$ cat config.mk
export PLATFORM = sky130hd
export DESIGN_NAME = life_keys
export DESIGN_NICKNAME = d
export VERILOG_FILES = /design/src/rtl/life_keys.sv
export SDC_FILE = /design/constraint.sdc
export NUM_CORES = 1
export LEC_CHECK = 0
export CAP_MARGIN = 20
export CORE_MARGIN = 2
export CORE_UTILIZATION = 45
export CTS_CLUSTER_DIAMETER = 80
export DETAILED_ROUTE_END_ITERATION = 8
export PLACE_DENSITY = 0.58
export SLEW_MARGIN = 10
export SYNTH_ARGS = -nofsm -noshare
export SYNTH_HDL_FRONTEND = slang
export SYNTH_SLANG_ARGS = --single-unit
$ cat constraint.sdc
create_clock -name clk -period 3.4 [get_ports clk]
set_clock_uncertainty 0.05 [all_clocks]
set_input_delay 0.51 -clock clk [delete_from_list [all_inputs] [get_ports clk]]
set_output_delay 0.51 -clock clk [all_outputs]
set_load 0.02 [all_outputs]
$ cat src/rtl/life_keys.sv
// Push-button front end for the Life board: synchronise, debounce and convert
// the six raw pins into single-cycle key pulses, with auto-repeat on all but flip.
module life_keys #(
  parameter int PRESCALE       = 16384,
  parameter int LOG2PRESCALE   = 14,
  parameter int DEBOUNCE       = 4,
  parameter int REPEAT_DELAY   = 32,
  parameter int REPEAT_RATE    = 8,
  parameter int LOG2REP        = 6,
  parameter int BTN_ACTIVE_LOW = 1
) (
  input  logic clk,
  input  logic reset,
  input  logic btn_nxt,
  input  logic btn_flip,
  input  logic btn_up,
  input  logic btn_down,
  input  logic btn_left,
  input  logic btn_right,
  output logic key_nxt,
  output logic key_flip,
  output logic key_up,
  output logic key_down,
  output logic key_left,
  output logic key_right,
  output logic tick
);

  localparam int NK = 6;
  localparam int DW = 3;
  // Bit order: nxt, flip, up, down, left, right (LSB first); flip never repeats.
  localparam logic [NK-1:0] REP_EN = 6'b111101;

  localparam logic [LOG2PRESCALE-1:0] PRESC_MAX  = LOG2PRESCALE'(PRESCALE - 1);
  localparam logic [DW-1:0]           DCNT_MAX   = DW'(DEBOUNCE - 1);
  localparam logic [LOG2REP-1:0]      REP_LAST   = LOG2REP'(REPEAT_DELAY - 1);
  localparam logic [LOG2REP-1:0]      REP_RELOAD = LOG2REP'(REPEAT_DELAY - REPEAT_RATE);

  logic [NK-1:0]           btn_raw;
  logic [NK-1:0]           btn_act;
  logic [NK-1:0]           sync1_q, sync1_d;
  logic [NK-1:0]           sync2_q, sync2_d;
  logic [LOG2PRESCALE-1:0] presc_q, presc_d;
  logic                    tick_w;
  logic [NK-1:0]           deb_q, deb_d;
  logic [DW-1:0]           dcnt_q [NK];
  logic [DW-1:0]           dcnt_d [NK];
  logic [LOG2REP-1:0]      rcnt_q [NK];
  logic [LOG2REP-1:0]      rcnt_d [NK];
  logic [NK-1:0]           press;
  logic [NK-1:0]           hit;
  logic [NK-1:0]           pend_q, pend_d;
  logic [NK-1:0]           key_q, key_d;

  assign btn_raw = {btn_right, btn_left, btn_down, btn_up, btn_flip, btn_nxt};
  assign btn_act = (BTN_ACTIVE_LOW != 0) ? ~btn_raw : btn_raw;
  assign tick_w  = (presc_q == PRESC_MAX);

  always_comb begin
    sync1_d = btn_act;
    sync2_d = sync1_q;
    presc_d = tick_w ? '0 : presc_q + 1'b1;
    key_d   = pend_q;
  end

  // A sample must disagree with deb on DEBOUNCE consecutive ticks to flip it.
  always_comb begin
    deb_d = deb_q;
    for (int k = 0; k < NK; k++) begin
      dcnt_d[k] = dcnt_q[k];
      if (tick_w) begin
        if (sync2_q[k] != deb_q[k]) begin
          if (dcnt_q[k] == DCNT_MAX) begin
            deb_d[k]  = ~deb_q[k];
            dcnt_d[k] = '0;
          end else begin
            dcnt_d[k] = dcnt_q[k] + 1'b1;
          end
        end else begin
          dcnt_d[k] = '0;
        end
      end
    end
  end

  assign press = deb_d & ~deb_q;

  // The >= compare keeps an out-of-range count from wrapping; a repeat that
  // lands on the tick where the release is accepted is dropped.
  always_comb begin
    hit = '0;
    for (int k = 0; k < NK; k++) begin
      rcnt_d[k] = rcnt_q[k];
      if (!REP_EN[k] || !deb_q[k] || press[k]) begin
        rcnt_d[k] = '0;
      end else if (tick_w) begin
        if (rcnt_q[k] >= REP_LAST) begin
          rcnt_d[k] = REP_RELOAD;
          hit[k]    = deb_d[k];
        end else begin
          rcnt_d[k] = rcnt_q[k] + 1'b1;
        end
      end
    end
  end

  assign pend_d = press | hit;

  always_ff @(posedge clk or negedge reset) begin
    if (!reset) begin
      sync1_q <= '0;
      sync2_q <= '0;
      presc_q <= '0;
      deb_q   <= '0;
      pend_q  <= '0;
      key_q   <= '0;
      for (int k = 0; k < NK; k++) begin
        dcnt_q[k] <= '0;
        rcnt_q[k] <= '0;
      end
    end else begin
      sync1_q <= sync1_d;
      sync2_q <= sync2_d;
      presc_q <= presc_d;
      deb_q   <= deb_d;
      pend_q  <= pend_d;
      key_q   <= key_d;
      for (int k = 0; k < NK; k++) begin
        dcnt_q[k] <= dcnt_d[k];
        rcnt_q[k] <= rcnt_d[k];
      end
    end
  end

  assign key_nxt   = key_q[0];
  assign key_flip  = key_q[1];
  assign key_up    = key_q[2];
  assign key_down  = key_q[3];
  assign key_left  = key_q[4];
  assign key_right = key_q[5];
  assign tick      = tick_w;

endmodule

After elaboration in Yosys (flattened, before gate mapping)
Index checks and enable logic that the tools add are counted.

operators by class
  magnitude comparators = 5
  add/subtract/negate cells = 12
  eq/ne operators = 13
  muxes and demuxes = 61
  reduce and logical (&&, ||, !) cells = 15
  bitwise gates (word level) = 10

operators with widths
  operator                 count
  $mux W6                  15
  $mux W3                  12
  $mux W1                  33
  $add A6 B1 Y6 const B    5
  $ge A6 B5 Y1 const B     5
  $add A3 B1 Y3 const B    6
  $eq A3 B2 Y1 const B     6
  $add A14 B1 Y14 const B  1
  $eq A14 B14 Y1 const B   1
  $mux W14                 1
  $not A6 Y6               2
  $reduce_bool A2 Y1       5
  $and A6 B6 Y6            1
  $ne A1 B1 Y1             6
  $not A1 Y1               6
  $or A6 B6 Y6             1
  $logic_not A1 Y1         5
  $logic_or A1 B1 Y1       5

word-level totals
  bits of input ports = 8
  register bits after elaboration = 92
  logic and storage cells = 133

Depth between registers and ports, before layout
Gate-level depths: netlist (run 1).

  word-level depth = 8
  gate-level depth with buffers = 9

Least setup slack after synthesis (run 1)
OpenSTA, ideal clock, no wires.

  path type = register -> output
  start = register presc_q[0]
  end = output tick
  stages on the path, launching flop included = 8
  arrival time = 1.735 ns
  slack = 1.105 ns
  buffers on the path = 3
  cells stage by stage = dfrtp_1 > ha_1 > nand3_1 > or4_1 > buf_2 > inv_2 > buf_4 > buf_2

on the way
  longest elaborated chain between the ends = 1

RTL lines
  element                 RTL line  RTL
  from (decl)             43        logic [LOG2PRESCALE-1:0] presc_q, presc_d;
  from (signal assigned)  124       presc_q <= presc_d;
  $eq A14 B14 Y1          57        assign tick_w = (presc_q == PRESC_MAX);
  to (decl)               26        output logic tick

Every way passes these cells.

Worst setup path in the final report (run 1)
Ends and elaborated chain as after synthesis.

==> flow_summary_export.csv, run 1 <==
group,metric,value,unit
setup_path,regToRegEndpoint,"rcnt_q[20]",
pwr,p_switching,0.391,mW
grt,gr-total-overflow,0,
setup_path,crit_path_max_fanout,4,
grt,grt_pass1_wl,11700,um
pwr,p_leak,2.04,nW
pwr,sw_frac_of_total,0.212,
floorplan,die_h,98.4,um
setup_path,path_buf_inv,2,
setup_path,cp_data_required_time,2.84,ns
grt,grt_pass1_vias,2532,
sta,final_max_slew_viol_count,0,
setup_path,start_kind,"flop",
pwr,p_int,1.46,mW
clock_tree,clk_latency,0.35,ns
floorplan,die_area,9680,um^2
floorplan,initial_utilization,0.462,
pwr,power.share.clock,0.381,
route,vias_per_cell,5.34,
final_layout,antenna_cells,0,
placed_design,io_buffers,14,
final_layout,nFillCells,779,
final_layout,fin_cells,498,
yosys,ys_seq_area_frac,0.574,
hold_path,hp-class,"input port to asynchronous set/reset pin",
pwr,power.total,1.85,mW
grt,grt_max_degree,63,
yosys,synth-async-reset-ratio,1.00,
floorplan,die_w,98.4,um
yosys,synthFlopType,"dfrtp_1",
yosys,synthDistinctLibCells,41,
sta,tightestPinTransition,0.663,ns
clock_tree,cts_max_level,3,
pwr,powerDensity,416,nW/um^2
yosys,synth_top_area_frac,0.574,
sta,whs,0.130,ns
yosys,synth_edf_count,0,
run,drv_cap,0,
clock_tree,cts.path.max_buffers,2,
outcome,status,"completed",
placed_design,dp_hpwl,4030,um
placed_design,gp_congestion,0.771,
final_layout,finalInstanceArea,4440,um^2
sta,setup_viol,0,
grt,grtUsageTotal,0.149,
placed_design,dp_cells,482,
placed_design,placed_area,4250,um^2
yosys,syn_area_per_cell,10.8,um^2
final_layout,drive_above_1_share,0.0821,
clock_tree,cts_sinks,92,
yosys,synth_area_leaders,"dfrtp_1, nand2_1, ha_1, nor2_1, nand3_1",
pwr,sequentialPowerShare,0.597,
yosys,syn_nets,391,
yosys,yosysTopAreaCell,"dfrtp_1",
sta,fin_crit_sh,0.872,
clock_tree,cts_made_buffers,9,
final_layout,nets,405,
route,ant_nets,0,
clock_tree,postCtsHoldBufs,0,
final_layout,syn_to_final_growth,10.9,%
setup_path,worst_path_max_delay_cell,"or4_2",
grt,grt_antenna_before_repair,0,
clock_tree,ctsRootBufferMaster,"clkbuf_8",
setup_path,max_stage_delay,0.68,ns
floorplan,core_area,8680,um^2
setup_path,arrival,2.40,ns
sta,fin_crit,2.96,ns
route,vias,2657,
clock_tree,cts_resized,0,
setup_path,rr_worst_depth,6,
sta,fin_ws,0.436,ns
route,wire_per_inst,13.2,um
setup_path,path_cells,"ha_1, nand3_1, or4_2, inv_2, clkdlybuf4s50_1",
sta,rsz0062_at_grt,"no",
sta,final_hold_viol_count,0,
setup_path,reg2reg_setup_slack,0.85,ns
final_layout,fin_util,0.512,
yosys,ys_ff_latch,92,
floorplan,row_count,34,
setup_path,worstSetupPathType,"flop to output pin",
clock_tree,clk_pin_slew_worst_paths,0.08,ns
yosys,syn_inst,371,
route,drtIter0Drc,90,
sta,clock.fmax,337,MHz
setup_path,endpoint_kind,"output pin",
floorplan,pin_count,15,
setup_path,rr_startpoint,"presc_q[0]",
pwr,p_comb_frac,0.021,
route,drt-pass1-iter-count,4,
yosys,syn_area,4010,um^2
clock_tree,postCtsSetupBuffers,0,
clock_tree,cts_tree,"built",
sta,setup_tns,0,ns
placed_design,place_ws,0.797,ns
pwr,ir_worst_vdd,0.228,mV
route,post-route-drc-count,0,
route,wirelength,6560,um
setup_path,critPathTopFamily,"simple AND/OR/NAND/NOR gates",
yosys,yosysWarnings,0,
sta,slew_headroom,0.558,
-- synth_stat cells (7+ instances only) --
master / instances
a21boi_0: 16
a21oi_1: 10
clkbuf_1: 9
dfrtp_1: 92
ha_1: 12
inv_1: 14
nand2_1: 41
nand3_1: 25
nand4_1: 9
nor2_1: 35
o21a_1: 10
o21ai_0: 7
xnor2_1: 10
-- routing by layer --
metal  vias to the layer above  share of wire  GRT usage
li1                       1334              -          -
met1                      1297           0.50      0.197
met2                        17           0.46      0.233
met3                         9          0.025     0.0472
met4                         0          0.013     0.0474
met5                         -              0          0
-- cell type report --
cell class	instances	area (um^2)	share of cell area
clock buffers	13	179	0.0403
inverters	15	56.3	0.0127
clock inverters	3	18.8	0.00422
flip-flops and latches	92	2300	0.518
repair buffers	18	168	0.0377
well taps	108	135	0.0304
multi-input cells	249	1590	0.357
-- state kept, by name, indices dropped and copies added (netlist names) --
name and cells:
dcnt_q 18, deb_q 6, key_d 6, key_q 6
presc_q 14, rcnt_q 30, sync1_q 6, sync2_q 6
-- cell usage in the layout, fill, tap and decap left out, types with 3 or more instances in the layout --
master           count
mux2_2               6
nand4_1              9
nor2_1              35
xor2_1               5
clkbuf_8            13
a21boi_0            16
buf_4                5
o21a_1              10
nor2b_1              4
dfrtp_1             92
nand3b_1             6
clkdlybuf4s50_1     13
o211a_1              4
inv_1               14
a21oi_1             10
xnor2_1             10
nor4_1               3
a31oi_1              5
a21o_1               5
nand2_1             41
mux2i_1              4
a211oi_1             5
a41oi_1              5
ha_1                12
nand3_1             25
o21ai_0              7
-- worst max-delay path by stage --
stage          depth (start not counted)       start  endpoint  slack [ns]
3_5_place_dp                           5  presc_q[0]      tick        0.80
5_1_grt                                5  presc_q[0]      tick        0.32
6_report                               5  presc_q[0]      tick        0.44
2_1_floorplan                          7  presc_q[0]      tick        1.11
4_1_cts                                5  presc_q[0]      tick        0.40
3_3_place_gp                           5  presc_q[0]      tick        0.84
-- kinds of logic after synthesis --
family,count (synthesis),share of synthesized area
xor+xnor,15,0.0328
fa+ha+maj,12,0.0375
compound gates,73,0.129
buf+inv,30,0.0306
flops,92,0.574
simple gates,139,0.169
mux,10,0.0268
-- power by group through the flow --
stage	clock network [mW]	logic, mW	registers, mW
after floorplan	0	0.00822	1.13
after global placement	0	0.0416	1.13
after detailed placement	0	0.0417	1.13
after CTS	0.740	0.0420	1.10
after global routing	0.785	0.0471	1.11
final	0.705	0.0394	1.10
No activity file was read; power rests on OpenSTA's default activity.
==> run 2: changes to the inputs <==
--- a/config.mk
+++ b/config.mk
@@ -10,7 +10,7 @@
 export CORE_UTILIZATION = 45
 export CTS_CLUSTER_DIAMETER = 80
 export DETAILED_ROUTE_END_ITERATION = 8
-export PLACE_DENSITY = 0.58
+export PLACE_DENSITY = 0.6
 export SLEW_MARGIN = 10
 export SYNTH_ARGS = -nofsm -noshare
 export SYNTH_HDL_FRONTEND = slang
==> constraint.sdc (replaced) <==
create_clock -name clk -period 2.7 [get_ports clk]
set_clock_uncertainty 0.05 [all_clocks]
set_input_delay 0.405 -clock clk [delete_from_list [all_inputs] [get_ports clk]]
set_output_delay 0.405 -clock clk [all_outputs]
set_load 0.02 [all_outputs]
==> run 2 against run 1 <==
Combinational power rose by 26%. Register-to-register slack got worse by 0.61 ns. Via count rose by 0.53%. Final cell count fell by 0.20%. Sequential power rose by 26%. Sequential share of layout area fell by 0.39 points. Hold slack got worse by 0.10 ns. Total power rose by 33%. Utilization rose by 0.39 points. Largest cell class unchanged. Largest power group unchanged. Highest routed layer unchanged.
==> flow_summary_export.csv, run 2 (synthesis gave the netlist of run 1 again) <==
group,metric,value,unit
outcome,status,"completed",
setup_path,rr_worst_depth,6,
pwr,powerDensity,549,nW/um^2
clock_tree,cts.path.max_buffers,2,
pwr,sw_frac_of_total,0.214,
route,wire_per_inst,13.2,um
setup_path,critPathTopFamily,"simple AND/OR/NAND/NOR gates",
grt,grtUsageTotal,0.150,
sta,slew_headroom,0.650,
clock_tree,ctsRootBufferMaster,"clkbuf_8",
pwr,power.total,2.46,mW
pwr,ir_worst_vdd,0.250,mV
clock_tree,cts_sinks,92,
setup_path,path_buf_inv,2,
floorplan,die_w,98.4,um
pwr,p_leak,2.05,nW
final_layout,largest_reg_flops,30,
floorplan,initial_utilization,0.462,
final_layout,finalInstanceArea,4480,um^2
pwr,p_comb_frac,0.020,
sta,clock.fmax,390,MHz
clock_tree,cts_max_level,3,
pwr,sequentialPowerShare,0.566,
sta,tightestPinTransition,0.519,ns
clock_tree,postCtsSetupBuffers,0,
floorplan,pin_count,15,
sta,setup_tns,0,ns
final_layout,top_regs,"rcnt_q x30, dcnt_q x18, presc_q x14",
final_layout,nets,404,
pwr,p_int,1.93,mW
sta,fin_crit,2.56,ns
route,vias,2671,
setup_path,worst_path_max_delay_cell,"or4_2",
setup_path,path_cells,"ha_1, nand3_1, or4_2, inv_2, clkdlybuf4s15_1",
hold_path,hp-class,"input port to asynchronous set/reset pin",
grt,grt_max_degree,93,
final_layout,final_common_cell,"dfrtp_1",
grt,grt_pass1_wl,12000,um
grt,grt_antenna_before_repair,0,
setup_path,cp_data_required_time,2.25,ns
final_layout,multi_input_comb_area,1590,um^2
setup_path,reg2reg_setup_slack,0.24,ns
route,wirelength,6560,um
route,vias_per_cell,5.37,
floorplan,die_area,9680,um^2
final_layout,fin_util,0.516,
sta,final_hold_viol_count,0,
final_layout,mostFrequentLayoutCells,"dfrtp_1, nand2_1, nor2_1",
final_layout,syn_to_final_growth,11.7,%
pwr,p_switching,0.526,mW
run,drv_cap,0,
floorplan,core_area,8680,um^2
route,post-route-drc-count,0,
floorplan,die_h,98.4,um
placed_design,dp_hpwl,3960,um
placed_design,gp_congestion,0.752,
setup_path,max_stage_delay,0.69,ns
grt,grt_pass1_vias,2640,
final_layout,nFillCells,806,
clock_tree,cts_tree,"built",
placed_design,placed_area,4250,um^2
pwr,power.share.clock,0.413,
route,drt-pass1-iter-count,4,
setup_path,start_kind,"flop",
final_layout,top_register,"rcnt_q",
setup_path,rr_startpoint,"presc_q[0]",
placed_design,io_buffers,14,
final_layout,drive_above_1_share,0.0797,
setup_path,arrival,2.11,ns
route,drtIter0Drc,154,
setup_path,regToRegEndpoint,"rcnt_q[20]",
setup_path,endpoint_kind,"output pin",
final_layout,final-seq-area,2300,um^2
clock_tree,cts_resized,1,
setup_path,crit_path_start,"presc_q[0]",
final_layout,antenna_cells,0,
clock_tree,cts_made_buffers,9,
clock_tree,clk_latency,0.35,ns
sta,final_max_slew_viol_count,0,
sta,setup_viol,0,
setup_path,worstSetupPathType,"flop to output pin",
route,ant_nets,0,
floorplan,row_count,34,
clock_tree,clk_pin_slew_worst_paths,0.09,ns
grt,gr-total-overflow,0,
sta,rsz0062_at_grt,"no",
sta,fin_crit_sh,0.949,
setup_path,crit_path_max_fanout,4,
clock_tree,postCtsHoldBufs,0,
-- run 2: cell types whose count changed in the layout (fill, tap and decap cells not counted), moves of 2 or more --
cell       previous run  this run
inv_6                 0         2
bufinv_16             0         2
buf_4                 5         2
clkbuf_8             13         9
-- run 2: per-layer routing --
layer	vias to the layer above	global-route usage	part of all wire
met1	1317	0.201	0.49
met2	24	0.231	0.48
met5	-	0	0
met4	0	0.0516	0.0055
li1	1328	-	-
met3	2	0.0494	0.030
-- run 2: through the flow --
stage	cells	setup WS (ns)	hold WS, ns
5_1_grt	497	0.00143	0.0738
4_1_cts	497	0.0875	0.0525
6_report	497	0.137	0.0260
3_3_place_gp	481	0.192	0.282
3_5_place_dp	481	0.133	0.285
2_1_floorplan	371	0.510	0.0594
-- run 2: worst register-to-register path, cell delays in order (launching register included) --
cell	delay (ns)
dfrtp_1	0.38
ha_1	0.23
nand3_1	0.10
or4_2	0.69
buf_6	0.27
or4b_1	0.51
a31oi_1	0.17
-- run 2: final cells by class --
class | count | share of cell area
well taps | 108 | 0.0302
inverters | 15 | 0.0126
repair buffers | 17 | 0.0394
flip-flops and latches | 92 | 0.514
clock buffers | 9 | 0.0277
clock inverters | 7 | 0.0221
multi-input cells | 249 | 0.354
-- run 2: how the worst max path moves through the flow --
stage,end,slack [ns],cells after the start
2_1_floorplan,tick,0.51,7
3_3_place_gp,rcnt_q[20],0.19,6
3_5_place_dp,rcnt_q[20],0.13,6
4_1_cts,tick,0.09,5
5_1_grt,tick,0.001,5
6_report,tick,0.14,5
-- run 2: power by group through the flow --
stage          sequential (mW)  clock, mW  combinational (mW)
2_1_floorplan             1.42          0              0.0103
3_3_place_gp              1.42          0              0.0528
3_5_place_dp              1.42          0              0.0529
4_1_cts                   1.39       1.06              0.0533
5_1_grt                   1.39       1.11              0.0593
6_report                  1.39       1.02              0.0498
